--- src/rtl/npu_dma_copy_engine_if.sv ---
// rtl/npu_dma_copy_engine_if.sv - AXI4 master bundle between the DMA copy engine and memory
interface npu_dma_copy_engine_if #(
  parameter int DATA_W = 256
);
  logic              m_axi_arvalid;
  logic              m_axi_arready;
  logic [63:0]       m_axi_araddr;
  logic [7:0]        m_axi_arlen;
  logic [2:0]        m_axi_arsize;
  logic              m_axi_rvalid;
  logic              m_axi_rready;
  logic [DATA_W-1:0] m_axi_rdata;
  logic              m_axi_rlast;
  logic              m_axi_awvalid;
  logic              m_axi_awready;
  logic [63:0]       m_axi_awaddr;
  logic [7:0]        m_axi_awlen;
  logic [2:0]        m_axi_awsize;
  logic              m_axi_wvalid;
  logic              m_axi_wready;
  logic [DATA_W-1:0] m_axi_wdata;
  logic [DATA_W/8-1:0] m_axi_wstrb;
  logic              m_axi_wlast;
  logic              m_axi_bvalid;
  logic              m_axi_bready;

  modport master (
    output m_axi_arvalid, m_axi_araddr, m_axi_arlen, m_axi_arsize,
    input  m_axi_arready,
    input  m_axi_rvalid, m_axi_rdata, m_axi_rlast,
    output m_axi_rready,
    output m_axi_awvalid, m_axi_awaddr, m_axi_awlen, m_axi_awsize,
    input  m_axi_awready,
    output m_axi_wvalid, m_axi_wdata, m_axi_wstrb, m_axi_wlast,
    input  m_axi_wready,
    input  m_axi_bvalid,
    output m_axi_bready
  );

  modport slave (
    input  m_axi_arvalid, m_axi_araddr, m_axi_arlen, m_axi_arsize,
    output m_axi_arready,
    output m_axi_rvalid, m_axi_rdata, m_axi_rlast,
    input  m_axi_rready,
    input  m_axi_awvalid, m_axi_awaddr, m_axi_awlen, m_axi_awsize,
    output m_axi_awready,
    input  m_axi_wvalid, m_axi_wdata, m_axi_wstrb, m_axi_wlast,
    output m_axi_wready,
    output m_axi_bvalid,
    input  m_axi_bready
  );
endinterface

--- src/rtl/npu_dma_copy_engine.sv ---
// rtl/npu_dma_copy_engine.sv - store-and-forward AXI4 copy engine for the NPU DMA port
// Optional NPU_DMA_4K_SPLIT_EN keeps every burst inside one 4 KB page on src and dst.
module npu_dma_copy_engine #(
  parameter int MAX_BURST = 16,
  parameter int DATA_W    = 256
) (
  input  logic        clk,
  input  logic        rst_n,
  input  logic        dma_req_valid,
  output logic        dma_req_ready,
  input  logic [63:0] dma_req_src,
  input  logic [63:0] dma_req_dst,
  input  logic [31:0] dma_req_bytes,
  output logic        dma_resp_done,
  output logic        busy,
  npu_dma_copy_engine_if.master axi
);
  localparam int IDX_W = (MAX_BURST > 1) ? $clog2(MAX_BURST) : 1;
  localparam logic [IDX_W-1:0] IDX_ONE = 1;

  typedef enum logic [2:0] {S_IDLE, S_AR, S_R, S_AW, S_W, S_B, S_DONE} state_t;

  state_t            state_q, state_d;
  logic              out_en_q;
  logic [63:0]       src_q, dst_q;
  logic [27:0]       rem_q;
  logic [4:0]        tail_q;
  logic [IDX_W-1:0]  idx_q;
  logic [8:0]        lim, chunk;
  logic              last_beat, final_chunk;
  logic [DATA_W-1:0] beat_buf [MAX_BURST];

`ifdef NPU_DMA_4K_SPLIT_EN
  logic [8:0] src_room, dst_room;
`endif

  always_comb begin
    lim = 9'(MAX_BURST);
`ifdef NPU_DMA_4K_SPLIT_EN
    src_room = 9'd128 - {2'b00, src_q[11:5]};
    dst_room = 9'd128 - {2'b00, dst_q[11:5]};
    if (src_room < lim) lim = src_room;
    if (dst_room < lim) lim = dst_room;
`endif
    chunk = (rem_q < {19'd0, lim}) ? rem_q[8:0] : lim;
  end

  assign last_beat   = ({{(9-IDX_W){1'b0}}, idx_q} == (chunk - 9'd1));
  assign final_chunk = (rem_q == {19'd0, chunk});

  always_ff @(posedge clk or negedge rst_n) begin
    if (!rst_n) state_q <= S_IDLE;
    else        state_q <= state_d;
  end

  // Payloads are forced to zero outside their channel state so reset leaves every output low.
  always_comb begin
    state_d           = state_q;
    dma_req_ready     = 1'b0;
    dma_resp_done     = 1'b0;
    busy              = (state_q != S_IDLE);
    axi.m_axi_arvalid = 1'b0;
    axi.m_axi_araddr  = '0;
    axi.m_axi_arlen   = '0;
    axi.m_axi_arsize  = '0;
    axi.m_axi_rready  = 1'b0;
    axi.m_axi_awvalid = 1'b0;
    axi.m_axi_awaddr  = '0;
    axi.m_axi_awlen   = '0;
    axi.m_axi_awsize  = '0;
    axi.m_axi_wvalid  = 1'b0;
    axi.m_axi_wdata   = '0;
    axi.m_axi_wstrb   = '0;
    axi.m_axi_wlast   = 1'b0;
    axi.m_axi_bready  = 1'b0;
    case (state_q)
      S_IDLE: begin
        dma_req_ready = out_en_q;
        if (dma_req_valid && out_en_q)
          state_d = (dma_req_bytes == 32'd0) ? S_DONE : S_AR;
      end
      S_AR: begin
        axi.m_axi_arvalid = 1'b1;
        axi.m_axi_araddr  = src_q;
        axi.m_axi_arlen   = 8'(chunk - 9'd1);
        axi.m_axi_arsize  = 3'd5;
        if (axi.m_axi_arready) state_d = S_R;
      end
      S_R: begin
        axi.m_axi_rready = 1'b1;
        if (axi.m_axi_rvalid && last_beat) state_d = S_AW;
      end
      S_AW: begin
        axi.m_axi_awvalid = 1'b1;
        axi.m_axi_awaddr  = dst_q;
        axi.m_axi_awlen   = 8'(chunk - 9'd1);
        axi.m_axi_awsize  = 3'd5;
        if (axi.m_axi_awready) state_d = S_W;
      end
      S_W: begin
        axi.m_axi_wvalid = 1'b1;
        axi.m_axi_wdata  = beat_buf[idx_q];
        axi.m_axi_wlast  = last_beat;
        axi.m_axi_wstrb  = (final_chunk && last_beat && tail_q != 5'd0) ?
                           ((32'h1 << tail_q) - 32'h1) : '1;
        if (axi.m_axi_wready && last_beat) state_d = S_B;
      end
      S_B: begin
        axi.m_axi_bready = 1'b1;
        if (axi.m_axi_bvalid) state_d = final_chunk ? S_DONE : S_AR;
      end
      S_DONE: begin
        dma_resp_done = 1'b1;
        state_d       = S_IDLE;
      end
      default: state_d = S_IDLE;
    endcase
  end

  // out_en_q holds dma_req_ready low until the first edge after reset release.
  always_ff @(posedge clk or negedge rst_n) begin
    if (!rst_n) begin
      out_en_q <= 1'b0;
      src_q    <= '0;
      dst_q    <= '0;
      rem_q    <= '0;
      tail_q   <= '0;
      idx_q    <= '0;
    end else begin
      out_en_q <= 1'b1;
      case (state_q)
        S_IDLE: begin
          if (dma_req_valid && out_en_q) begin
            src_q  <= {dma_req_src[63:5], 5'd0};
            dst_q  <= {dma_req_dst[63:5], 5'd0};
            rem_q  <= {1'b0, dma_req_bytes[31:5]} + {27'd0, |dma_req_bytes[4:0]};
            tail_q <= dma_req_bytes[4:0];
            idx_q  <= '0;
          end
        end
        S_R: if (axi.m_axi_rvalid) idx_q <= last_beat ? '0 : idx_q + IDX_ONE;
        S_W: if (axi.m_axi_wready) idx_q <= last_beat ? '0 : idx_q + IDX_ONE;
        S_B: begin
          if (axi.m_axi_bvalid) begin
            src_q <= src_q + {50'd0, chunk, 5'd0};
            dst_q <= dst_q + {50'd0, chunk, 5'd0};
            rem_q <= rem_q - {19'd0, chunk};
          end
        end
        default: ;
      endcase
    end
  end

  always_ff @(posedge clk) begin
    if (state_q == S_R && axi.m_axi_rvalid) beat_buf[idx_q] <= axi.m_axi_rdata;
  end
endmodule

--- src/flat_wrapper.sv ---
// flat-port wrapper written by rule: the top's interface ports become plain ports
module npu_dma_copy_engine_flat 
#(
  parameter int MAX_BURST = 16,
  parameter int DATA_W    = 256
)
  (clk, rst_n, dma_req_valid, dma_req_ready, dma_req_src, dma_req_dst, dma_req_bytes, dma_resp_done, busy, axi_m_axi_arvalid, axi_m_axi_araddr, axi_m_axi_arlen, axi_m_axi_arsize, axi_m_axi_arready, axi_m_axi_rvalid, axi_m_axi_rdata, axi_m_axi_rlast, axi_m_axi_rready, axi_m_axi_awvalid, axi_m_axi_awaddr, axi_m_axi_awlen, axi_m_axi_awsize, axi_m_axi_awready, axi_m_axi_wvalid, axi_m_axi_wdata, axi_m_axi_wstrb, axi_m_axi_wlast, axi_m_axi_wready, axi_m_axi_bvalid, axi_m_axi_bready);
  npu_dma_copy_engine_if #(.DATA_W(DATA_W)) axi_i ();
  input  logic clk;
  input  logic rst_n;
  input  logic dma_req_valid;
  output logic dma_req_ready;
  input  logic [63:0] dma_req_src;
  input  logic [63:0] dma_req_dst;
  input  logic [31:0] dma_req_bytes;
  output logic dma_resp_done;
  output logic busy;
  output wire logic [$bits(axi_i.m_axi_arvalid)-1:0] axi_m_axi_arvalid;
  output wire logic [$bits(axi_i.m_axi_araddr)-1:0] axi_m_axi_araddr;
  output wire logic [$bits(axi_i.m_axi_arlen)-1:0] axi_m_axi_arlen;
  output wire logic [$bits(axi_i.m_axi_arsize)-1:0] axi_m_axi_arsize;
  input wire logic [$bits(axi_i.m_axi_arready)-1:0] axi_m_axi_arready;
  input wire logic [$bits(axi_i.m_axi_rvalid)-1:0] axi_m_axi_rvalid;
  input wire logic [$bits(axi_i.m_axi_rdata)-1:0] axi_m_axi_rdata;
  input wire logic [$bits(axi_i.m_axi_rlast)-1:0] axi_m_axi_rlast;
  output wire logic [$bits(axi_i.m_axi_rready)-1:0] axi_m_axi_rready;
  output wire logic [$bits(axi_i.m_axi_awvalid)-1:0] axi_m_axi_awvalid;
  output wire logic [$bits(axi_i.m_axi_awaddr)-1:0] axi_m_axi_awaddr;
  output wire logic [$bits(axi_i.m_axi_awlen)-1:0] axi_m_axi_awlen;
  output wire logic [$bits(axi_i.m_axi_awsize)-1:0] axi_m_axi_awsize;
  input wire logic [$bits(axi_i.m_axi_awready)-1:0] axi_m_axi_awready;
  output wire logic [$bits(axi_i.m_axi_wvalid)-1:0] axi_m_axi_wvalid;
  output wire logic [$bits(axi_i.m_axi_wdata)-1:0] axi_m_axi_wdata;
  output wire logic [$bits(axi_i.m_axi_wstrb)-1:0] axi_m_axi_wstrb;
  output wire logic [$bits(axi_i.m_axi_wlast)-1:0] axi_m_axi_wlast;
  input wire logic [$bits(axi_i.m_axi_wready)-1:0] axi_m_axi_wready;
  input wire logic [$bits(axi_i.m_axi_bvalid)-1:0] axi_m_axi_bvalid;
  output wire logic [$bits(axi_i.m_axi_bready)-1:0] axi_m_axi_bready;
  assign axi_m_axi_arvalid = axi_i.m_axi_arvalid;
  assign axi_m_axi_araddr = axi_i.m_axi_araddr;
  assign axi_m_axi_arlen = axi_i.m_axi_arlen;
  assign axi_m_axi_arsize = axi_i.m_axi_arsize;
  assign axi_i.m_axi_arready = axi_m_axi_arready;
  assign axi_i.m_axi_rvalid = axi_m_axi_rvalid;
  assign axi_i.m_axi_rdata = axi_m_axi_rdata;
  assign axi_i.m_axi_rlast = axi_m_axi_rlast;
  assign axi_m_axi_rready = axi_i.m_axi_rready;
  assign axi_m_axi_awvalid = axi_i.m_axi_awvalid;
  assign axi_m_axi_awaddr = axi_i.m_axi_awaddr;
  assign axi_m_axi_awlen = axi_i.m_axi_awlen;
  assign axi_m_axi_awsize = axi_i.m_axi_awsize;
  assign axi_i.m_axi_awready = axi_m_axi_awready;
  assign axi_m_axi_wvalid = axi_i.m_axi_wvalid;
  assign axi_m_axi_wdata = axi_i.m_axi_wdata;
  assign axi_m_axi_wstrb = axi_i.m_axi_wstrb;
  assign axi_m_axi_wlast = axi_i.m_axi_wlast;
  assign axi_i.m_axi_wready = axi_m_axi_wready;
  assign axi_i.m_axi_bvalid = axi_m_axi_bvalid;
  assign axi_m_axi_bready = axi_i.m_axi_bready;
  npu_dma_copy_engine #(.MAX_BURST(MAX_BURST), .DATA_W(DATA_W)) u_core (.clk(clk), .rst_n(rst_n), .dma_req_valid(dma_req_valid), .dma_req_ready(dma_req_ready), .dma_req_src(dma_req_src), .dma_req_dst(dma_req_dst), .dma_req_bytes(dma_req_bytes), .dma_resp_done(dma_resp_done), .busy(busy), .axi(axi_i));
endmodule
--- config.mk ---
export PLATFORM = sky130hd
export DESIGN_NAME = npu_dma_copy_engine_flat
export DESIGN_NICKNAME = d
export VERILOG_FILES = /design/src/rtl/npu_dma_copy_engine_if.sv /design/src/rtl/npu_dma_copy_engine.sv /design/src/flat_wrapper.sv
export SDC_FILE = /design/constraint.sdc
export NUM_CORES = 2
export LEC_CHECK = 0
export CORE_AREA = 2 2 800 882
export CTS_CLUSTER_DIAMETER = 100
export DETAILED_ROUTE_END_ITERATION = 8
export DIE_AREA = 0 0 802 884
export GPL_ROUTABILITY_DRIVEN = 0
export HOLD_SLACK_MARGIN = 0.15
export PLACE_DENSITY_LB_ADDON = 0.15
export SYNTH_ARGS = -nofsm -noshare
export SYNTH_HDL_FRONTEND = slang
export SYNTH_SLANG_ARGS = --single-unit
--- constraint.sdc ---
create_clock -name clk -period 21.8 [get_ports clk]
set_input_delay 3.27 -clock clk [delete_from_list [all_inputs] [get_ports clk]]
set_output_delay 3.27 -clock clk [all_outputs]
set_load 0.02 [all_outputs]
==> results.md <==
* Post-route ant nets at 0
* Sum Neg Setup Slack at 0 ps
* Fill cells at ~69000
* CP Class: flop to output port
* Setup repair bufs after CTS at 0
* Fraction of layout instances using a drive strength above 1 at between 20% and 30%
* Register area share after synthesis at about three quarters
* CTS tree: built
* Syn Area/Cell at around 22 µm²
* Worst Setup End Kind: output port
* Top Family by Delay on Critical Path: buffers and inverters
* F_max at 0.09613 GHz
* Ys Warns at 0
* Final hold violations at 0
* Peak supply drop at a little over 0.0001 V
* First-pass GRT wire length at ~740 mm
* Rows at 323
* Initial antenna violation count at 150
* Vias per Instance at between 4 and 5
* DIE AREA at 709000 µm²
* Non-filler cells, final at around 18000
* Critical Path Slowest Stage Cell: buf_4
* First drt pass iteration count at 6
* Sw power at 6.608 mW
* Max-Cap Viols at 0
* Die H at 884 µm
* Hold Crit Class: flop to flop
* Worst Hold Depth at 1
* Dpl ws at approximately 12000 ps
* Clock root buffer master: clkbuf_16
* Critical Path Max Stage Delay at 870 ps
* Slew @ Worst Pin at 1106 ps
* Power Total at roughly 23 mW
* R2R depth at 9
* Combinational share of power at 24.1%
* Post-CTS sizing at 0
* Setup skew after layout at roughly 110 ps
* Number of CTS-inserted buffers at 471
* Initial Util at a little under a quarter
* Grt total ovfl at 0
* Critical path, cell by cell: buf_12, buf_4, buf_4, buf_4, mux4_2, mux4_2, and2_1, clkdlybuf4s50_1
* H-Tree Depth at 5
* Sequential Power Share at 41.6%
* Drt drc at 0
* Worst Hold Slack at ~500 ps
* Num ports at ~870
* Worst-Skew Late Latency at roughly 1100 ps
* GRT Total Usage at 14.48%
* Final instance area at 203300 µm²
* RSZ-0062 raised after global routing: false
* Chip width at 802 µm
* Period utilization at 47.72%
* Mapped Area at around 170000 µm²
* Clk buf depth at 4
* CP Data Required Time at about 19000 ps
* RR Startpoint: u_core.idx_q[3]$_DFFE_PN0P_
* Setup WS post-layout at ~11000 ps
* FF+latch count, synth at around 4300
* Final core occ at approximately 29%
* DRT Wirelength at 529.2 mm
* DP Area at about 190000 µm²
* Worst setup startpoint: u_core.idx_q[0]$_DFFE_PN0P_
* DP Wirelength at approximately 300 mm
* Core Area at 700800 µm²
* Largest net degree at the start of global routing at between 100 and 150
* I/O Buffers at between 800 and 900
* Switching share of power at approximately 29%
* Clock Pin Slew Worst Setup and Hold Paths at about 60 ps
* Crit Path Max Fanout at between 60 and 70
* Critical Path AT at roughly 7100 ps
* Critical path depth in cells at 8
* Leak pwr at about 60 nW
* Synth unique cells at 84
* CP startpoint kind: flop
* Synth async-reset ratio at roughly 3.7%
* Number of setup violations in the final report at 0
* Worst path most repeated cell: buf_4
* Layout Area Growth over Synthesis at 21.25%
* Number of enable flip-flop cells after synthesis at 4096
* Post-synth top flop: edfxtp_1
* Placed Cells at 17560
* Nets at between 9000 and 10000
* Slew Viols, Final at 0
* Run status: finished clean
* Iter 0 DRT Violations at 6523
* # hold bufs at CTS at 0
* Hold Path Origin: u_core.rem_q[23]$_DFFE_PN0P_
* Clk sinks at ~4300
* Buf/Inv on CP at 5
* Syn Inst Count at a little under 8000
* Period minus WS final at between 10000 and 15000 ps
* DR WL/cell at 28.68 µm
* Worst relative slew slack at about a quarter
* Number of global-route vias before repair at between 90000 and 100k
* PwrDens at 112.8 nW/µm²
* Clock power share at roughly a third
* Total number of vias at roughly 84000
* Internal cell power at about 16 mW
## cell type report
| class | count | area [µm²] | area share (%) |
|---|---|---|---|
| Timing Repair Buffer | 1049 | 10340 | 5.084 |
| Inverter | 29 | 121.4 | 0.05969 |
| Clock buffer | 570 | 12170 | 5.984 |
| Clock inverter | 294 | 3043 | 1.497 |
| Antenna cell | 30 | 75.07 | 0.03692 |
| Tap cell | 9262 | 11590 | 5.700 |
| Sequential cell | 4255 | 127000 | 62.46 |
| Multi-Input combinational cell | 2965 | 39000 | 19.18 |
## state kept, by name (all words and copies together) (netlist names)
register / count
u_core.beat_buf: 4096
u_core.dst_q: 59
u_core.src_q: 59
u_core.rem_q: 28
u_core.tail_q: 5
u_core.idx_q: 4
u_core.state_q: 3
u_core.out_en_q: 1
## path summary, 6_finish.rpt
check,endpoint,slack (ps)
worst max register to register,u_core.beat_buf[6][193]$_DFFE_PP_,15250
worst max-delay path,axi_m_axi_wdata[109],11400
min in group asynchronous,u_core.src_q[32]$_DFFE_PN0P_,2180
max in group asynchronous,u_core.dst_q[24]$_DFFE_PN0P_,18120
worst min-delay path,u_core.rem_q[23]$_DFFE_PN0P_,500
worst min register to register,u_core.rem_q[23]$_DFFE_PN0P_,500
## logic make-up (layout without fill, tap and decap cells)
logic type / count (synthesis) / after routing / synth area share [%]
and+or+nand+nor: 1052 / 1052 / 3.384
muxes: 1282 / 1282 / 17.20
AOI/OAI and AO/OA: 539 / 539 / 2.077
xor gates and xnor gates: 41 / 41 / 0.2141
other: 2 / 52 / 0.004478
buffers and inverters: 501 / 1942 / 1.171
adders and majority gates: 29 / 29 / 0.2253
DFF: 4255 / 4255 / 75.72
## worst register-to-register path: cells and delay by family, from the launching register on
family,cells,cell delay (ps)
buf+inv,7,4280
simple gates,2,1050
flops,1,720
## per-layer routing
metal / GRT usage (%) / vias to the layer above / part of all wire (%)
li1: - / 34657 / -
met1: 18.25 / 46036 / 41
met2: 26.10 / 2052 / 52
met3: 2.438 / 829 / 4.4
met4: 3.004 / 66 / 2.4
met5: 0 / - / 0.079
## power by group through the flow
stage	clock, mW	sequential, mW	combinational (mW)
after floorplan	0	9.59	3.80
after global placement	0	9.69	5.70
after detailed placement	0	9.70	5.71
after CTS	8.13	9.53	5.73
after global routing	8.41	9.57	5.98
final	7.86	9.53	5.54
## placed cells by master, fill, tap and decap left out, types with 154 or more instances in the layout
master / netlist / routed
edfxtp_1: 4096 / 4096
mux4_2: 1280 / 1280
clkdlybuf4s50_1: 0 / 847
clkbuf_16: 0 / 471
and2_1: 336 / 336
a21oi_1: 180 / 180
buf_4: 17 / 174
nor2_1: 179 / 166
nand2_1: 163 / 163
dfrtp_1: 159 / 154
## Yosys cell counts, types with 10 or more instances
cell	count	area share, %
and4_1	11	0.057
mux4_2	1280	17
o21a_1	13	0.058
and3_1	104	0.39
xnor2_1	24	0.13
or3_1	18	0.067
a31oi_1	35	0.13
nor3_1	64	0.19
xor2_1	17	0.089
and2_1	336	1.3
a21o_1	17	0.076
nand3_1	76	0.23
nand2_1	163	0.36
buf_4	17	0.076
nor2_1	179	0.40
o21ai_0	89	0.27
or4_1	10	0.045
nand4_1	33	0.12
o22a_1	29	0.15
a2bb2oi_1	16	0.084
o22ai_1	35	0.13
dfrtp_1	159	2.4
nor4_1	14	0.052
a311oi_1	26	0.14
edfxtp_1	4096	73
clkbuf_1	337	0.75
ha_1	27	0.20
nand2b_1	11	0.041
buf_1	112	0.25
a21oi_1	180	0.54
o31ai_1	11	0.049
inv_1	28	0.063
(Power assumes the default switching activity.)
